File: config.mk
export PLATFORM = sky130hd
export DESIGN_NAME = vga_vram_arbiter
export DESIGN_NICKNAME = d
export VERILOG_FILES = /design/src/rtl/vga_vram_arbiter_pkg.sv /design/src/rtl/vga_vram_arbiter_counter.sv /design/src/rtl/vga_vram_arbiter.sv
export SDC_FILE = /design/constraint.sdc
export NUM_CORES = 1
export LEC_CHECK = 0
export BUFFER_PORTS_ARGS = -buffer_cell sky130_fd_sc_hd__buf_2
export CAP_MARGIN = 20
export CELL_PAD_IN_SITES_DETAIL_PLACEMENT = 1
export CELL_PAD_IN_SITES_GLOBAL_PLACEMENT = 1
export CORE_MARGIN = 3
export CORE_UTILIZATION = 33
export CTS_BUF_LIST = sky130_fd_sc_hd__clkbuf_8
export DETAILED_ROUTE_END_ITERATION = 6
export GPL_TIMING_DRIVEN = 0
export PLACE_DENSITY_LB_ADDON = 0.1
export SETUP_SLACK_MARGIN = 0.15
export SLEW_MARGIN = 20
export SYNTH_ARGS = -nofsm -noshare
export SYNTH_HDL_FRONTEND = slang
export SYNTH_SLANG_ARGS = --single-unit
export TNS_END_PERCENT = 20
File: constraint.sdc
create_clock -name CLK -period 2 [get_ports CLK]
set_input_delay 0.3 -clock CLK [delete_from_list [all_inputs] [get_ports CLK]]
set_output_delay 0.3 -clock CLK [all_outputs]
set_load 0.02 [all_outputs]
File: src/rtl/vga_vram_arbiter_pkg.sv
// Shared definitions for the VGA frame-buffer arbiter.
//  - default widths and starvation threshold
//  - CPU-port FSM state encoding (2-bit)
//  - read-result owner tags used to steer RAM read data
package vga_vram_arbiter_pkg;

  localparam int ADDR_W_DEF   = 15;  // 160x120 = 19200 words
  localparam int DATA_W_DEF   = 8;   // RRRGGGBB
  localparam int WAIT_MAX_DEF = 15;

  typedef enum logic [1:0] {
    CPU_IDLE = 2'd0,
    CPU_WR   = 2'd1,
    CPU_RD1  = 2'd2,
    CPU_RD2  = 2'd3
  } cpu_state_t;

  typedef enum logic [1:0] {
    OWN_NONE = 2'd0,
    OWN_DISP = 2'd1,
    OWN_CPU  = 2'd2
  } owner_t;

endpackage

File: src/rtl/vga_vram_arbiter_counter.sv
// Saturating wait counter for the CPU port.
// Ports:
//  CLK        in  clock
//  RESET      in  synchronous clear (active high)
//  ENABLE_IN  in  count one step this cycle
//  SATURATED  out counter is at COUNTER_MAX
//  TRIG_OUT   out pulses on the step that brings the counter to COUNTER_MAX
module vga_vram_arbiter_counter
  import vga_vram_arbiter_pkg::*;
#(
  parameter int COUNTER_WIDTH = 4,
  parameter int COUNTER_MAX   = WAIT_MAX_DEF
) (
  input  logic CLK,
  input  logic RESET,
  input  logic ENABLE_IN,
  output logic SATURATED,
  output logic TRIG_OUT
);

  logic [COUNTER_WIDTH-1:0] count;

  assign SATURATED = (count == COUNTER_WIDTH'(COUNTER_MAX));
  // Fires on the same edge the count lands on MAX, so a consumer's sticky
  // flag rises together with saturation.
  assign TRIG_OUT  = ENABLE_IN && (count == COUNTER_WIDTH'(COUNTER_MAX - 1));

  always_ff @(posedge CLK) begin
    if (RESET) begin
      count <= '0;
    end else if (ENABLE_IN && !SATURATED) begin
      count <= count + 1'b1;
    end
  end

endmodule

File: src/rtl/vga_vram_arbiter.sv
// Arbiter sharing one single-port frame-buffer RAM (1-cycle registered read)
// between VGA scan-out (absolute priority, fixed 3-cycle latency) and a CPU
// slave port served in free slots.
//
// Handshakes:
//  DISP_REQ is a 1-cycle pulse with DISP_ADDR; DISP_VALID/DISP_DATA follow
//  exactly 3 cycles later. CPU_REQ is held high with stable fields until the
//  1-cycle CPU_ACK pulse; CPU_REQ is ignored while a transfer is in flight and
//  during the ack cycle itself, so a held request is granted only once.
//
// Ports:
//  CLK, RESET                          clock, synchronous active-high reset
//  DISP_REQ/DISP_ADDR                  display read request
//  DISP_VALID/DISP_DATA                display read result
//  CPU_REQ/CPU_WE/CPU_ADDR/CPU_WDATA   CPU request
//  CPU_ACK/CPU_RDATA                   CPU completion / read data
//  STARVE                              sticky: CPU waited WAIT_MAX cycles
//  RAM_EN/RAM_WE/RAM_ADDR/RAM_WDATA    registered RAM command
//  RAM_RDATA                           RAM read data (one cycle after command)
//  CPU_STATE                           current CPU FSM state (debug)
module vga_vram_arbiter
  import vga_vram_arbiter_pkg::*;
#(
  parameter int ADDR_W   = ADDR_W_DEF,
  parameter int DATA_W   = DATA_W_DEF,
  parameter int WAIT_MAX = WAIT_MAX_DEF
) (
  input  logic              CLK,
  input  logic              RESET,
  input  logic              DISP_REQ,
  input  logic [ADDR_W-1:0] DISP_ADDR,
  output logic              DISP_VALID,
  output logic [DATA_W-1:0] DISP_DATA,
  input  logic              CPU_REQ,
  input  logic              CPU_WE,
  input  logic [ADDR_W-1:0] CPU_ADDR,
  input  logic [DATA_W-1:0] CPU_WDATA,
  output logic              CPU_ACK,
  output logic [DATA_W-1:0] CPU_RDATA,
  output logic              STARVE,
  output logic              RAM_EN,
  output logic              RAM_WE,
  output logic [ADDR_W-1:0] RAM_ADDR,
  output logic [DATA_W-1:0] RAM_WDATA,
  input  logic [DATA_W-1:0] RAM_RDATA,
  output logic [1:0]        CPU_STATE
);

  cpu_state_t state, state_nxt;
  logic       cpu_grant;
  logic       cpu_waiting;
  logic       wait_saturated;
  logic       wait_trig;

  // own_cmd tags the RAM command issued this cycle; own_data tags the
  // RAM_RDATA present this cycle. Display reads may slot in while a CPU read
  // is in flight, so the tag (not the FSM) decides where data goes.
  owner_t own_cmd, own_data;

  assign CPU_STATE = state;

  always_comb begin
    state_nxt   = state;
    cpu_grant   = 1'b0;
    cpu_waiting = 1'b0;
    case (state)
      CPU_IDLE: begin
        // CPU_ACK high means this is the ack cycle of a read: the request
        // still on the bus is the one just completed.
        if (CPU_REQ && !CPU_ACK) begin
          if (!DISP_REQ) begin
            cpu_grant = 1'b1;
            state_nxt = CPU_WE ? CPU_WR : CPU_RD1;
          end else begin
            cpu_waiting = 1'b1;
          end
        end
      end
      CPU_WR:  state_nxt = CPU_IDLE;
      CPU_RD1: state_nxt = CPU_RD2;
      CPU_RD2: state_nxt = CPU_IDLE;
      default: state_nxt = CPU_IDLE;
    endcase
  end

  always_ff @(posedge CLK) begin
    if (RESET) begin
      state      <= CPU_IDLE;
      RAM_EN     <= 1'b0;
      RAM_WE     <= 1'b0;
      RAM_ADDR   <= '0;
      RAM_WDATA  <= '0;
      own_cmd    <= OWN_NONE;
      own_data   <= OWN_NONE;
      DISP_VALID <= 1'b0;
      DISP_DATA  <= '0;
      CPU_ACK    <= 1'b0;
      CPU_RDATA  <= '0;
      STARVE     <= 1'b0;
    end else begin
      state <= state_nxt;

      // RAM command: display first; cpu_grant already excludes DISP_REQ.
      RAM_EN <= DISP_REQ || cpu_grant;
      RAM_WE <= cpu_grant && CPU_WE;
      if (DISP_REQ) begin
        RAM_ADDR <= DISP_ADDR;
      end else if (cpu_grant) begin
        RAM_ADDR <= CPU_ADDR;
        if (CPU_WE) RAM_WDATA <= CPU_WDATA;
      end

      if (DISP_REQ)                  own_cmd <= OWN_DISP;
      else if (cpu_grant && !CPU_WE) own_cmd <= OWN_CPU;
      else                           own_cmd <= OWN_NONE;
      own_data <= own_cmd;

      DISP_VALID <= (own_data == OWN_DISP);
      if (own_data == OWN_DISP) DISP_DATA <= RAM_RDATA;

      // Writes complete as soon as the command is issued.
      CPU_ACK <= (cpu_grant && CPU_WE) || (own_data == OWN_CPU);
      if (own_data == OWN_CPU) CPU_RDATA <= RAM_RDATA;

      if (wait_trig) STARVE <= 1'b1;
    end
  end

  vga_vram_arbiter_counter #(
    .COUNTER_WIDTH(4),
    .COUNTER_MAX  (WAIT_MAX)
  ) u_wait_cnt (
    .CLK       (CLK),
    .RESET     (RESET || cpu_grant),
    .ENABLE_IN (cpu_waiting && !wait_saturated),
    .SATURATED (wait_saturated),
    .TRIG_OUT  (wait_trig)
  );

endmodule

== Yosys cells after proc, flatten, opt, wreduce, memory -nomap -nowiden ==
Index checks and enable logic that the tools add are counted.
Storage, ports and cells
  memories kept: 0
  memory bits (writable): 0
  memory bits (read-only): 0
  latch bits: 0
  output and inout bits: 46
  bits in registers: 54
  logic and storage cells: 57
Cells by class
  multiply operators: 0
  magnitude comparators: 0
  muxes and demuxes: 14
  add/sub/neg operators: 1
  equal/unequal tests: 9
  shift-type cells: 0
  reduce and logical (&&, ||, !) cells: 18
  bitwise operators: 1
  divide/modulo/power cells: 0
Operators with widths (number)
  $mux W15: 2
  $eq A4 B4 Y1 const B: 2
  $mux W2: 4
  $mux W1: 7
  $eq A2 B2 Y1 const B: 3
  $logic_and A1 B1 Y1: 6
  $pmux W2 S3: 1
  $add A4 B1 Y4 const B: 1
  $eq A2 B1 Y1 const B: 2
  $ne A2 B2 Y1 const B: 2
  $reduce_or A2 Y1: 2
  $logic_not A1 Y1: 3
  $logic_or A1 B1 Y1: 3
  $reduce_and A3 Y1: 1
  $logic_not A2 Y1: 1
  $reduce_and A2 Y1: 1
  $reduce_bool A2 Y1: 1
  $not A1 Y1: 1

== Logic depth before layout (Yosys ltp) ==
  word-level depth: 7
  gate-level depth with buffers: 5
  gate-level depth less buffers: 5

== Hierarchy ==
From an unflattened synthesis, not the netlist that was laid out.
Second synthesis, totals
  cell total of the unflattened synthesis: 232
  area, all modules: 2197.1 µm²
By module, submodules not included
  vga_vram_arbiter: seq. area each 1001.0 µm², times used 1, cells each 209, area an instance 1980.6 µm²
  vga_vram_arbiter_counter: seq. area each 80.1 µm², times used 1, cells each 23, area an instance 216.5 µm²

== Worst setup path after synthesis ==
No wires, ideal clock.
  path type: flip-flop to flip-flop
  start point: register state[0] (netlist: CPU_STATE[0])
  end point: register RAM_WDATA[0]
  data arrival time: 1523 ps
  setup time: 132 ps
  setup slack: 345 ps
  period minus slack after synthesis: 1655 ps
  path buffers: 2
  cell stages (with the launch flop): 6
  path through: dfxtp_1 > or4b_1 > buf_2 > clkbuf_1 > o21ai_0 > a21oi_1
On the way
  cells in the longest elaborated chain, start to end: 3
Ends and longest elaborated chain
  start, declared: line vga_vram_arbiter.sv:49  | cpu_state_t state, state_nxt;
  start signal, assigned: line vga_vram_arbiter.sv:101  | state <= state_nxt;
  $logic_not A2 Y1: line vga_vram_arbiter.sv:66  | case (state)
  $mux W1: line vga_vram_arbiter.sv:66
  $reduce_and A3 Y1 (no line)
  end signal, assigned: line vga_vram_arbiter.sv:92  | RAM_WDATA <= '0;
  end signal, assigned: line vga_vram_arbiter.sv:110  | if (CPU_WE) RAM_WDATA <= CPU_WDATA;
  end, declared: line vga_vram_arbiter.sv:44  | output logic [DATA_W-1:0] RAM_WDATA,
Every way passes these cells.
A chain may end at the register's enable or synchronous reset.

== Worst setup path after layout ==
Same ends and word-level chain as after synthesis.

==> impl_metrics.csv <==
group,metric,value,unit
grt,grt_max_degree,16,
setup_path,critPathBufInv,2,
yosys,synth_top_area_share,52.27,%
sta,max_freq,567.9,MHz
run_status,outcome,"finished, final reports clean",
clock_network,cts_resized,0,
setup_path,r2r_setup_slack,0.24,ns
finish,nets,406,
placed_design,hpwlAfterDp,4870,µm
grt,grt-ovfl-total,0,
clock_network,cts_root_buffer,"clkbuf_8",
placed_design,numPortBuffers,95,
clock_network,cts_tree,"built",
setup_path,worstSetupPathType,"register to register",
setup_path,cp-end-kind,"register",
yosys,synth_cell_type_count,25,
sta,drv_slew,0,
sta,fin_setup_tns,0,ns
routing,drtAntennaViolNets,0,
yosys,synth-compound-area-share,17.60,%
routing,avgViaCountPerCell,4.995,
setup_path,worstRegToRegCells,5,
yosys,synthXorXnorAreaFrac,0,%
finish,postLayoutCellArea,0.002733,mm²
grt,grt_pass1_vias,2201,
yosys,yosys-mux-area-fraction,0,%
floorplan,core,0.005991,mm²
clock_network,clock_latency,0.31,ns
placed_design,dpl_cell_area,0.002638,mm²
power_and_ir_drop,total_power,2.107,mW
routing,drt-pass1-iter-count,4,
grt,antenna_found_initial,0,
sta,skew,0.006902,ns
setup_path,required,2.18,ns
yosys,syn_inst,251,
yosys,synthFlopType,"dfxtp_1",
yosys,synth_area,0.002068,mm²
sta,fin_crit,1.761,ns
routing,wire_per_inst,14.95,µm
setup_path,reg2reg_to,"RAM_WDATA[0]",
yosys,synth-seq-cells,54,
yosys,yosysWarnings,0,
floorplan,ios,97,
finish,n_antenna_cell,0,
min_path,min_from,"CPU_WDATA[6]",
power_and_ir_drop,p_leak,1.222,nW
setup_path,start_kind,"register",
setup_path,critPathArrivalTime,1.94,ns
clock_network,post_cts_buffers,0,
clock_network,cts-buffers-inserted,5,
grt,grt_pass1_wl,10290,µm
routing,drt_iter0_drc,103,
finish,fin_util,45.61,%
yosys,synth_nets,304,
setup_path,slowest_delay,0.55,ns
yosys,post-synth-top-count-cell,"nand2_1",
yosys,async_flop_share,0,%
yosys,synthTopCellsByCount,"nand2_1 (65), dfxtp_1 (54), a21oi_1 (31)",
setup_path,worstPathMaxFanout,10,
yosys,synth_area_leaders,"dfxtp_1 (52%), nand2_1 (12%), a21oi_1 (7.5%)",
finish,drive_above_1_share,30.51,%
job,max-cap-violations,0,
power_and_ir_drop,irDropWorstVdd,0.2970,mV
floorplan,std_cell_rows,28,
min_path,holdPathEnd,"RAM_WDATA[6]",
setup_path,crit_slowest_cell,"or4b_1",
clock_network,cts.sinks,54,
floorplan,start_util,34.52,%
min_path,hp-class,"input port to register",
setup_path,path_cells,"or4b_1, buf_2, clkbuf_2, o21ai_0, a21oi_1",
yosys,synth_top_area_cell,"dfxtp_1",
floorplan,die_x,85.17,µm
yosys,synth_edf_count,0,
floorplan,fp.dieH,85.17,µm
yosys,syn_avg_cell_area,8.240,µm²
power_and_ir_drop,p_per_area,770.9,mW/mm²
floorplan,die-area,0.007253,mm²
placed_design,finalWeightedCongestion,0.7271,
routing,drcViolationCount,0,
yosys,ys_seq_area_share,52.27,%
sta,worst_pin_slew,0.5607,ns
yosys,synthAdderAreaFrac,1.210,%
routing,vias,2143,
clock_network,cts_buffer_depth,2,
finish,synthToLayoutAreaGrowth,32.12,%
yosys,synth_top_family_by_area,"simple AND/OR/NAND/NOR gates",
clock_network,cts.htree.levels,2,
setup_path,rr_startpoint,"CPU_STATE[0]",
grt,track_usage,17.57,%
min_path,holdPathStages,3,
sta,relSlewSlack,62.62,%
clock_network,cts_hold_buf,0,
setup_path,critical_path.top_delay_family,"simple AND/OR/NAND/NOR gates",
clock_network,cts.clk_slew.worst_paths,0.10,ns
sta,hold_violations,0,
routing,routed_wl,6412,µm
sta,rsz0062_at_grt,"yes",
sta,setup_violations,0,
sta,finalCritPeriodShare,88.04,%
yosys,synth_simple_gate_area_share,24.62,%
## through the flow
stage               std cells  worst slack [ns]  hold slack [ns]
finish                    429            0.2392           0.2349
global route              429            0.1024           0.2269
CTS                       429            0.1516           0.2313
detailed placement        421            0.1583           0.4239
global placement          421            0.2104           0.4178
floorplan                 251            0.3452           0.4138
## sequential cells by signal, indices dropped and copies added (netlist names)
| name | cells |
|---|---|
| CPU_ACK | 1 |
| CPU_RDATA | 8 |
| CPU_STATE | 2 |
| DISP_DATA | 8 |
| DISP_VALID | 1 |
| RAM_ADDR | 15 |
| RAM_EN | 1 |
| RAM_WDATA | 8 |
| RAM_WE | 1 |
| STARVE | 1 |
| own_cmd | 2 |
| own_data | 2 |
| u_wait_cnt.count | 4 |
## worst max path at each step
stage / start / end / slack [ns] / depth (start not counted)
after floorplan: CPU_STATE[0] / RAM_WDATA[0] / 0.35 / 5
after global placement: CPU_STATE[0] / RAM_WDATA[0] / 0.21 / 5
after detailed placement: CPU_STATE[0] / RAM_WDATA[0] / 0.16 / 5
after CTS: CPU_STATE[0] / RAM_WDATA[0] / 0.15 / 5
after global routing: CPU_STATE[0] / RAM_WDATA[1] / 0.10 / 5
final: CPU_STATE[0] / RAM_WDATA[0] / 0.24 / 5
## logic make-up after synthesis
kind of cell | after synthesis
simple gates | 113
compound gates | 59
flops | 54
buf+inv | 23
fa+ha+maj | 2
## power breakdown
part           internal (mW)  switching, mW  total (mW)
sequential              1.12         0.0256        1.15
clock                  0.275          0.354       0.629
combinational          0.120          0.210       0.330
## worst register-to-register path: stages (launching register included)
cell	delay, ns
dfxtp_1	0.36
or4b_1	0.56
buf_2	0.20
clkbuf_2	0.22
o21ai_0	0.21
a21oi_1	0.09
## per-layer routing
metal | share of wire, % | track usage (%) | wire, µm | vias to the layer above
met4 | 1.7 | 6.187 | 110 | 0
met3 | 5.2 | 3.495 | 332 | 10
met2 | 48 | 29.87 | 3105 | 60
met1 | 45 | 22.06 | 2863 | 1015
met5 | 0 | 0 | 0 | -
li1 | - | - | - | 1058
## cell usage in the layout (no fill, tap or decap)
master    instances
clkbuf_1         12
nor2b_1           5
or3_1             3
a21oi_1          31
nor2_1           20
inv_1             4
and3_1            1
or4_1             1
clkinv_2          1
nand3b_1          1
buf_2            98
nor3_1            1
o32ai_1           2
dfxtp_1          54
clkbuf_2          2
a311oi_1         15
clkbuf_8          6
o211ai_1          1
nand3_1           9
nand2_1          65
o21ai_1           1
o21ai_0           7
buf_1             3
a31oi_1           2
ha_1              2
or4b_1            1
and4b_1           1
nand2b_1          4
nor4b_4           1
## layout make-up
class,instances,area [µm²]
fillers,798,3258
flip-flops and latches,54,1081
multi-input cells,174,898.4
repair buffers,95,475.5
well taps,75,93.84
clock buffers,6,82.58
plain buffers,20,81.33
inverters,3,11.26
clock inverters,2,8.758
Note: power is estimated with default switching activity, not from simulation.
